## config.mk

```make
export PLATFORM = sky130hd
export DESIGN_NAME = uart_rx_ctrl
export DESIGN_NICKNAME = d
export VERILOG_FILES = /design/src/rtl/uart_rx_ctrl.sv
export SDC_FILE = /design/constraint.sdc
export NUM_CORES = 1
export LEC_CHECK = 0
export CAP_MARGIN = 20
export CORE_MARGIN = 2
export CORE_UTILIZATION = 54
export DETAILED_ROUTE_END_ITERATION = 12
export PLACE_DENSITY = 0.86
export SYNTH_ARGS = -nofsm -noshare
export SYNTH_HDL_FRONTEND = slang
export SYNTH_SLANG_ARGS = --single-unit
```

## constraint.sdc

```tcl
create_clock -name clk -period 2.55 [get_ports clk]
set_input_delay 0.255 -clock clk [delete_from_list [all_inputs] [get_ports clk]]
set_output_delay 0.255 -clock clk [all_outputs]
set_load 0.1 [all_outputs]
```

## src/rtl/uart_rx_ctrl.sv

```systemverilog
// rtl/uart_rx_ctrl.sv - UART receive controller: FWFT byte FIFO, sticky line status, break collapse, timeout, irq
module uart_rx_ctrl #(
   parameter int DataBits      = 8,
   parameter int Depth         = 4,
   parameter int TimeoutCycles = 64,
   parameter int IrqThreshold  = 1
) (
   input  logic                       clk,
   input  logic                       rst_n,
   input  logic [DataBits-1:0]        rx_data,
   input  logic                       rx_valid,
   input  logic                       rx_break,
   input  logic                       rx_error,
   input  logic                       enable,
   input  logic                       flush,
   input  logic                       clear_status,
   output logic [DataBits-1:0]        m_data,
   output logic                       m_valid,
   input  logic                       m_ready,
   output logic [$clog2(Depth+1)-1:0] level,
   output logic                       overrun,
   output logic                       frame_err,
   output logic                       break_det,
   output logic                       timeout,
   output logic                       irq
);

   localparam int LW = $clog2(Depth + 1);
   localparam int PW = $clog2(Depth);
   localparam int TW = $clog2(TimeoutCycles + 1);

   typedef enum logic {
      RUN      = 1'b0,
      IN_BREAK = 1'b1
   } state_t;

   state_t              state;
   logic [DataBits-1:0] mem [Depth];
   logic [PW-1:0]       wr_ptr;
   logic [PW-1:0]       rd_ptr;
   logic [TW-1:0]       tcnt;

   logic          full;
   logic          pop;
   logic          push;
   logic          ovr_set;
   logic          brk_set;
   logic          fe_set;
   logic [LW-1:0] level_n;
   logic [TW-1:0] tcnt_n;
   logic          timeout_n;
   logic          ovr_n;
   logic          fe_n;
   logic          brk_n;

   // Head is only meaningful while non-empty; an empty FIFO presents zero.
   assign m_valid = (level != '0);
   assign m_data  = m_valid ? mem[rd_ptr] : '0;

   // A push into a full FIFO is still accepted when the head leaves in the same cycle.
   assign full    = (level == LW'(Depth));
   assign pop     = m_valid & m_ready;
   assign push    = enable & rx_valid & (~full | pop);
   assign ovr_set = enable & rx_valid & full & ~pop;
   // Break and error reports are swallowed while the line is still held in break.
   assign brk_set = enable & (state == RUN) & rx_break;
   assign fe_set  = enable & (state == RUN) & rx_error;

   // Next-state occupancy, idle counter and sticky bits; irq is derived from these.
   always_comb begin
      level_n = level;
      if (flush) begin
         level_n = '0;
      end else if (push && !pop) begin
         level_n = level + LW'(1);
      end else if (pop && !push) begin
         level_n = level - LW'(1);
      end

      tcnt_n = tcnt;
      if (push || pop || flush || (level == '0)) begin
         tcnt_n = '0;
      end else if (tcnt != TW'(TimeoutCycles)) begin
         tcnt_n = tcnt + TW'(1);
      end
      timeout_n = (tcnt_n == TW'(TimeoutCycles));

      ovr_n = ovr_set | (overrun   & ~clear_status);
      fe_n  = fe_set  | (frame_err & ~clear_status);
      brk_n = brk_set | (break_det & ~clear_status);
   end

   // Storage is written without reset; stale contents are never visible past level.
   always_ff @(posedge clk) begin
      if (push && !flush) begin
         mem[wr_ptr] <= rx_data;
      end
   end

   // FIFO pointers, occupancy and the character timeout.
   always_ff @(posedge clk or negedge rst_n) begin
      if (!rst_n) begin
         wr_ptr  <= '0;
         rd_ptr  <= '0;
         level   <= '0;
         tcnt    <= '0;
         timeout <= 1'b0;
      end else begin
         level   <= level_n;
         tcnt    <= tcnt_n;
         timeout <= timeout_n;
         if (flush) begin
            wr_ptr <= '0;
            rd_ptr <= '0;
         end else begin
            if (push) wr_ptr <= wr_ptr + PW'(1);
            if (pop)  rd_ptr <= rd_ptr + PW'(1);
         end
      end
   end

   // Break FSM plus the sticky status bits and the registered interrupt.
   always_ff @(posedge clk or negedge rst_n) begin
      if (!rst_n) begin
         state     <= RUN;
         overrun   <= 1'b0;
         frame_err <= 1'b0;
         break_det <= 1'b0;
         irq       <= 1'b0;
      end else begin
         overrun   <= ovr_n;
         frame_err <= fe_n;
         break_det <= brk_n;
         irq       <= (level_n >= LW'(IrqThreshold)) | timeout_n | ovr_n | fe_n | brk_n;
         if (!enable) begin
            state <= RUN;
         end else begin
            case (state)
               RUN:      if (rx_break) state <= IN_BREAK;
               IN_BREAK: if (rx_valid) state <= RUN;
               default:  state <= RUN;
            endcase
         end
      end
   end

endmodule

```

==> impl_metrics.csv, run 1 <==
group,metric,value,unit
clock_tree,cts.clk_slew.worst_paths,90,ps
timing,finalMaxSlewViolations,0,
finish,layout-drive-gt1-share,23.98,%
finish,mostFrequentLayoutCells,"edfxtp_1 (32), nor2_1 (20), buf_4 (19)",
die,fp.dieArea,5104,um2
clock_tree,clock-sinks,52,
worst_setup_path,crit_type,"register to register",
route,drtAntennaViolNets,0,
worst_setup_path,critPathRequiredTime,2730,ps
clock_tree,cts_root_buf,"clkbuf_8",
timing,whs,319.9,ps
clock_tree,cts_resized,0,
die,rows,24,
finish,fin_util,67.39,%
timing,fin_ws,154.8,ps
route,wire_per_inst,15.13,um
route,dr_total_vias,1458,
finish,nets,246,
timing,clock_skew,6.889,ps
route,wl,4131,um
clock_tree,cts_buffer_depth,2,
finish,antennaDiodeCount,0,
logic_synthesis,ys_seq_area_share,59.50,%
place,gp_congestion,0.8106,
die,die_y,71.44,um
logic_synthesis,avgSynthCellArea,13.50,um2
die,die_w,71.44,um
timing,max_freq,417.5,MHz
finish,area_growth,19.46,%
place,placed_cell_area,2849,um2
logic_synthesis,synthArstFlopShare,38.46,%
route,avgViaCountPerCell,5.341,
job,drv_cap,0,
power_and_ir_drop,sw_frac_of_total,45.35,%
logic_synthesis,synth_nets,208,
timing,slew-limit-headroom,60.02,%
worst_setup_path,crit_fanout,7,
timing,final.period_utilization,93.93,%
global_route,grt_usage,18.10,%
finish,stdcell_area,2934,um2
timing,worstMarginPinSlew,597.8,ps
route,detail_route.first_pass.iterations,4,
finish,regArea,1470,um2
clock_tree,post-cts-setup-buffers,0,
power_and_ir_drop,seq_power_share,36.0,%
logic_synthesis,synthCells,182,
global_route,grt_max_degree,16,
clock_tree,clock_latency,310,ps
finish,multiInputGateArea,922.1,um2
logic_synthesis,ys_seq_elements,52,
min_path,min_path_type,"input port to async pin",
power_and_ir_drop,finalPower,0.002848,W
clock_tree,cts_hold_buf,0,
timing,finalHoldViolCount,0,
global_route,antenna_found_initial,0,
finish,final_common_cell,"edfxtp_1",
clock_tree,numCtsBuffers,5,
die,core-area,4354,um2
clock_tree,cts_tree,"done",
logic_synthesis,synthFlopType,"edfxtp_1",
power_and_ir_drop,power.leakage,1.163,nW
power_and_ir_drop,comb_power_share,48.3,%
worst_setup_path,worstPathArrival,2580,ps
worst_setup_path,cp_slowest_stage_delay,470,ps
worst_setup_path,cp_cell_sequence,"inv_1 -> ha_1 -> nand2b_2 -> o211ai_4 -> or2_4 -> o311a_1 -> or4_1",
die,ios,34,
logic_synthesis,syn-cell-area,2456,um2
timing,min_period,2395,ps
run_status,status,"finished clean",
power_and_ir_drop,power_density,970.8,nW/um2
clock_tree,cts.htree.levels,2,
die,start_util,56.41,%
logic_synthesis,ys_warn_count,0,
place,port_buffers,33,
power_and_ir_drop,clkPwrFrac,15.7,%
worst_setup_path,critPathSlowestCell,"or4_1",
place,dp_slack,165.4,ps
global_route,grt_remaining_overflow,0,
timing,finalSetupViolations,0,
worst_setup_path,critPathCaptureType,"register",
global_route,grt_pass1_wl,6934,um
route,drc,0,
power_and_ir_drop,vdd_drop_max,0.5181,mV
logic_synthesis,ys_types,42,
finish,num-fill-cells,301,
logic_synthesis,synth_edf_count,32,
power_and_ir_drop,intPower,0.001557,W
route,drtIter0Drc,98,
power_and_ir_drop,p_sw,0.001292,W
place,place_hpwl,3070,um
timing,rsz0062_at_grt,"no",
worst_setup_path,cp-start-kind,"register",
global_route,grt_pass1_vias,1467,
==> Yosys cell counts, types with 3 or more instances <==
master     n  share of area, %
and2_1    15               3.8
buf_2      3              0.61
dfrtp_1   20                20
edfxtp_1  32                39
ha_1       9               4.6
inv_1     13               2.0
mux2i_1    4               1.6
mux4_2     8               7.3
nand2_1    7               1.1
nand3_1    6               1.2
nor2_1    20               3.1
nor3_1     3              0.61
xnor2_1    4               1.4
xor2_1     4               1.4
==> layout make-up <==
class,count,share of cell area (%)
repair buffers,37,11.68
well taps,52,2.217
inverters,13,1.663
clock buffers,7,2.601
multi-input cells,111,31.43
flip-flops and latches,52,50.11
clock inverters,1,0.2985
==> path summary, 6_finish.rpt <==
path | startpoint | end | cells past startpoint | slack, ps
max | level[1]$_DFF_PN0_ | irq$_DFF_PN0_ | 7 | 150
min in group clk | break_det$_DFF_PN0_ | break_det$_DFF_PN0_ | 1 | 550
max in group asynchronous | rst_n | level[2]$_DFF_PN0_ | 2 | 1670
min reg2reg | break_det$_DFF_PN0_ | break_det$_DFF_PN0_ | 1 | 550
max reg2reg | level[1]$_DFF_PN0_ | irq$_DFF_PN0_ | 7 | 150
min | rst_n | level[1]$_DFF_PN0_ | 1 | 320
==> flip-flops by register name, summed over array words and instances (netlist names), 2 cells and up <==
name,flops
level,3
mem,32
rd_ptr,2
tcnt,7
wr_ptr,2
==> power groups by stage <==
| stage | registers (W) | logic (W) | clock network, W |
|---|---|---|---|
| final | 0.00103 | 0.00138 | 0.000447 |
| after global routing | 0.00104 | 0.00144 | 0.000490 |
| after CTS | 0.00103 | 0.00138 | 0.000455 |
| after detailed placement | 0.00105 | 0.00138 | 0 |
| after global placement | 0.00105 | 0.00136 | 0 |
| after floorplan | 0.00119 | 0.000913 | 0 |
==> metal layers <==
metal	vias up	track usage (%)	routed length (um)
met5	-	0	0
met4	0	6.289	63
met3	6	3.657	138
met2	25	30.35	2079
met1	699	23.72	1850
li1	728	-	-
==> critical path, delay by kind of cell, from the launching register on <==
kind | cells | cell delay [ps]
AND/OR/NAND/NOR | 3 | 960
AO/OA/AOI/OAI | 2 | 490
flip-flops | 1 | 450
adder cells (fa/ha/maj) | 1 | 290
buffers and inverters | 1 | 80
==> kinds of logic (layout without fill, tap and decap cells) <==
kind of cell,Yosys count,count (layout),synth area share [%]
AOI/OAI and AO/OA,18,18,6.369
buffers and inverters,19,58,3.362
xor gates and xnor gates,8,8,2.852
and+or+nand+nor,63,63,13.91
adders and majority gates,9,9,4.585
DFF,52,52,59.50
muxes,13,13,9.424
==> metrics by stage <==
stage,cells,TNS [ps]
floorplan,182,-191.5
global placement,265,0
detailed placement,265,0
CTS,273,0
global route,273,0
finish,273,0
(Power assumes the default switching activity.)
==> run 2: changes to the inputs <==
- PLACE_DENSITY: 0.86 -> 0.91
==> impl_metrics.csv, run 2 (synthesis results as in run 1) <==
group,metric,value,unit
run_status,status,"finished clean",
clock_tree,post-cts-setup-buffers,0,
global_route,grt_remaining_overflow,0,
clock_tree,clock_latency,300,ps
timing,finalSetupViolations,0,
min_path,min_path_type,"input port to async pin",
clock_tree,cts.clk_slew.worst_paths,90,ps
route,avgViaCountPerCell,5.489,
route,drtAntennaViolNets,0,
global_route,grt_max_degree,21,
clock_tree,cts_root_buf,"clkbuf_8",
timing,finalMaxSlewViolations,0,
route,wire_per_inst,16.26,um
worst_setup_path,crit_end,"irq$_DFF_PN0_",
global_route,grt_pass1_wl,7334,um
finish,layout-drive-gt1-share,24.77,%
place,dp_slack,150.1,ps
clock_tree,cts_hold_buf,0,
worst_setup_path,reg2reg_from,"level[1]$_DFF_PN0_",
power_and_ir_drop,power.leakage,1.174,nW
finish,mostFrequentLayoutCells,"edfxtp_1 (32), nor2_1 (20), buf_4 (19)",
global_route,antenna_found_initial,0,
timing,max_freq,417.3,MHz
worst_setup_path,cp-start-kind,"register",
worst_setup_path,crit_type,"register to register",
place,port_buffers,33,
finish,largest_reg_flops,32,
die,ios,34,
worst_setup_path,critPathCaptureType,"register",
timing,fin_setup_tns,0,ps
worst_setup_path,worstPathArrival,2570,ps
global_route,grt_pass1_vias,1548,
worst_setup_path,worstReg2RegEnd,"irq$_DFF_PN0_",
finish,top_register,"mem",
global_route,grt_usage,19.16,%
place,dpl.cell_count,266,
job,drv_cap,0,
worst_setup_path,cp-startpoint,"level[1]$_DFF_PN0_",
route,wl,4454,um
timing,final.period_utilization,93.97,%
place,gp_congestion,0.8900,
die,core-area,4354,um2
place,place_hpwl,3284,um
die,die_y,71.44,um
worst_setup_path,crit_fanout,7,
power_and_ir_drop,vdd_drop_max,0.4868,mV
finish,antennaDiodeCount,0,
finish,top_regs,"mem x32, tcnt x7, level x3",
die,fp.dieArea,5104,um2
timing,fin_ws,153.7,ps
clock_tree,cts.htree.levels,2,
clock_tree,cts_buffer_depth,2,
die,start_util,56.41,%
die,rows,24,
worst_setup_path,reg2regPathDepth,7,
die,die_w,71.44,um
timing,slew-limit-headroom,64.52,%
timing,finalHoldViolCount,0,
finish,area_growth,20.27,%
route,dr_total_vias,1504,
route,drtIter0Drc,192,
route,detail_route.first_pass.iterations,4,
clock_tree,cts_resized,0,
worst_setup_path,critPathRequiredTime,2730,ps
clock_tree,cts_tree,"done",
finish,nets,247,
timing,clock_skew,9.970,ps
timing,rsz0062_at_grt,"no",
timing,worstMarginPinSlew,532.2,ps
power_and_ir_drop,power_density,979.2,nW/um2
finish,stdcell_count,274,
finish,final_common_cell,"edfxtp_1",
timing,whs,281.6,ps
timing,min_period,2396,ps
worst_setup_path,r2r_setup_slack,150,ps
finish,num-fill-cells,278,
route,drc,0,
clock_tree,clock-sinks,52,
clock_tree,numCtsBuffers,5,
run 2: cell count changes in the layout (fill, tap and decap cells not counted):
cell / before / now
clkbuf_1: 2 / 1
o21ai_1: 0 / 1
o21ai_0: 1 / 0
clkinv_4: 1 / 0
buf_12: 2 / 3
clkinv_2: 0 / 1
clkbuf_4: 0 / 1
run 2: power breakdown:
part,internal [W],switching [W]
clock network,0.000203,0.000242
logic,0.000434,0.000983
registers,0.000953,0.0000776
run 2: how the worst min path moves through the flow:
stage                                endpoint           startpoint  slack, ps  cells after the start
final                       tcnt[0]$_DFF_PN0_                rst_n        280                      2
after global routing        tcnt[0]$_DFF_PN0_                rst_n        310                      2
after CTS                   tcnt[0]$_DFF_PN0_                rst_n        280                      2
after detailed placement  break_det$_DFF_PN0_  break_det$_DFF_PN0_        530                      1
after global placement    frame_err$_DFF_PN0_  frame_err$_DFF_PN0_        530                      1
after floorplan           break_det$_DFF_PN0_                rst_n        -40                      0
run 2: cell type report:
type	instances	area (um2)	area share (%)
clock buffers	7	80.08	2.711
clock inverters	1	5.005	0.1694
inverters	13	48.80	1.652
multi-input cells	111	922.1	31.22
flip-flops and latches	52	1470	49.77
well taps	52	65.06	2.202
repair buffers	38	362.8	12.28
run 2: metal layers:
metal  wire length (um)  track usage (%)  part of all wire, %  vias to the layer above
li1                   -                -                    -                      732
met1               1818            23.98                   41                      707
met2               2218            32.41                   50                       59
met3                345            4.782                  7.7                        6
met4                 72            7.128                  1.6                        0
met5                  0                0                    0                        -
run 2: metrics by stage:
step,power (W),instance area (um2),utilization [%]
global route,0.003014,2954,67.84
floorplan,0.002107,2476,-
finish,0.002893,2954,67.84
CTS,0.002911,2954,67.84
global placement,0.002437,2869,65.89
detailed placement,0.002470,2869,65.89
run 2: critical path, stage by stage (launching register included):
cell and delay (ps):
dfrtp_4 450, inv_1 80, ha_1 300, nand2b_2 210, o211ai_4 110, or2_4 280
o311a_1 370, or4_1 460
==> run 3: changes to the inputs <==
- CORE_UTILIZATION: 54 -> 49
- PLACE_DENSITY: 0.91 -> 0.87
- clock period: 2.55 -> 2 ns (I/O delays scaled with it)
==> impl_metrics.csv, run 3 (synthesis results as in run 1) <==
group,metric,value,unit
route,drc,0,
clock_tree,cts_hold_buf,0,
timing,final.period_utilization,101.4,%
place,port_buffers,33,
clock_tree,cts_root_buf,"clkbuf_8",
timing,rsz0062_at_grt,"yes",
timing,finalMaxSlewViolations,0,
min_path,min_path_type,"input port to async pin",
timing,fin_ws,-27.16,ps
finish,largest_reg_flops,32,
worst_setup_path,worstPathArrival,2220,ps
die,rows,25,
route,drtIter0Drc,112,
clock_tree,cts_tree,"done",
clock_tree,clock_latency,310,ps
die,die_w,74.80,um
place,gp_congestion,0.8749,
worst_setup_path,reg2reg_from,"level[1]$_DFF_PN0_",
run_status,status,"finished, violations left",
route,wire_per_inst,14.75,um
power_and_ir_drop,power.leakage,1.354,nW
clock_tree,cts.clk_slew.worst_paths,110,ps
finish,top_regs,"mem x32, tcnt x7, level x3",
worst_setup_path,cp-startpoint,"level[1]$_DFF_PN0_",
job,drv_cap,0,
timing,worstMarginPinSlew,692.9,ps
timing,clock_skew,12.40,ps
timing,min_period,2027,ps
route,wl,4690,um
route,drtAntennaViolNets,0,
route,met2_length,2429,um
timing,max_freq,493.3,MHz
finish,final_common_cell,"buf_4",
worst_setup_path,cp-start-kind,"register",
global_route,grt_pass1_vias,1664,
clock_tree,cts.htree.levels,2,
place,dp_slack,-218.9,ps
route,dr_total_vias,1689,
clock_tree,cts_buffer_depth,2,
worst_setup_path,crit_type,"register to register",
finish,top_register,"mem",
finish,num-fill-cells,312,
timing,slew-limit-headroom,53.66,%
worst_setup_path,crit_fanout,7,
route,wl_met1,1926,um
global_route,grt_remaining_overflow,0,
power_and_ir_drop,power_density,1234,nW/um2
clock_tree,numCtsBuffers,5,
route,detail_route.first_pass.iterations,4,
finish,layout-drive-gt1-share,37.85,%
timing,finalSetupViolations,1,
global_route,grt_usage,18.36,%
place,place_hpwl,3397,um
worst_setup_path,critPathCaptureType,"register",
global_route,grt_pass1_wl,7638,um
route,routed.top_layer,"met4",
die,ios,34,
die,start_util,51.32,%
timing,whs,294.5,ps
run_status,violations,"negative setup slack",
die,core-area,4786,um2
die,die_y,74.80,um
finish,multiInputGateArea,969.7,um2
clock_tree,clock-sinks,52,
finish,mostFrequentLayoutCells,"buf_4 (37), edfxtp_1 (32), nor2_1 (20)",
finish,nets,276,
global_route,grt_max_degree,19,
power_and_ir_drop,vdd_drop_max,0.7874,mV
route,avgViaCountPerCell,5.311,
die,fp.dieArea,5595,um2
route,met3_wirelength,278,um
finish,regArea,1473,um2
finish,antennaDiodeCount,0,
global_route,antenna_found_initial,0,
timing,finalHoldViolCount,0,
worst_setup_path,critPathRequiredTime,2190,ps
finish,area_growth,38.21,%
-- run 3: changes by cell type in the layout (fill, tap and decap cells not counted), moves of 2 or more --
| cell | previous run | this run |
|---|---|---|
| nand2_1 | 7 | 5 |
| inv_4 | 0 | 2 |
| inv_1 | 13 | 11 |
| and2_4 | 0 | 8 |
| and3_4 | 0 | 2 |
| buf_12 | 3 | 14 |
| nand2_2 | 0 | 2 |
| dfrtp_1 | 17 | 15 |
| and3_1 | 2 | 0 |
| and2_2 | 8 | 0 |
| dfrtp_2 | 1 | 3 |
| buf_4 | 19 | 37 |
-- run 3: final timing paths --
kind,cells after the start,to,slack [ps]
min in group clk,2,frame_err$_DFF_PN0_,510
max,7,irq$_DFF_PN0_,-30
min reg2reg,1,break_det$_DFF_PN0_,550
max in group asynchronous,2,rd_ptr[0]$_DFFE_PN0P_,1130
max reg2reg,7,irq$_DFF_PN0_,-30
min,1,state$_DFF_PN0_,290
-- run 3: layer usage --
| metal | GRT usage, % | up-vias |
|---|---|---|
| li1 | - | 786 |
| met4 | 5.754 | 0 |
| met5 | 0 | - |
| met3 | 4.953 | 6 |
| met1 | 22.54 | 835 |
| met2 | 31.86 | 62 |
-- run 3: what timing repair did --
action / 4_1_cts / 5_1_grt
resized for setup: 2 / 5
endpoints found under the setup margin: 1 / 10
buffers inserted: 7 / 3
pin swaps: 3 / 1
-- run 3: layout make-up --
cell class | count | area share [%]
multi-input combinational | 111 | 28.57
timing repair buffer | 67 | 21.16
sequential | 52 | 43.38
clock buffer | 5 | 2.027
clock inverter | 3 | 0.8109
tap | 67 | 2.470
inverter | 13 | 1.585
-- run 3: worst max-delay path, cell delays in order (launching register included) --
cell	delay, ps
dfrtp_4	530
inv_4	80
ha_4	190
nand2b_4	110
and3_4	180
o211ai_1	240
nand3_1	110
or4_1	470
-- run 3: per-stage QoR --
stage	area, um2	cells	TNS (ps)	utilization (%)	total power, W
2_1_floorplan	2511	182	-120.5	-	0.002794
3_3_place_gp	3208	301	-168.1	67.03	0.003458
3_5_place_dp	3208	301	-218.9	67.03	0.003498
4_1_cts	3364	316	-14.71	70.30	0.004169
5_1_grt	3395	318	-89.52	70.93	0.004358
6_report	3395	318	-27.16	70.93	0.004189
-- run 3: where the power goes --
part | internal, W | switching [W] | total, W
registers | 0.00122 | 0.0000697 | 0.00129
clock network | 0.000257 | 0.000360 | 0.000617
logic | 0.000901 | 0.00138 | 0.00229
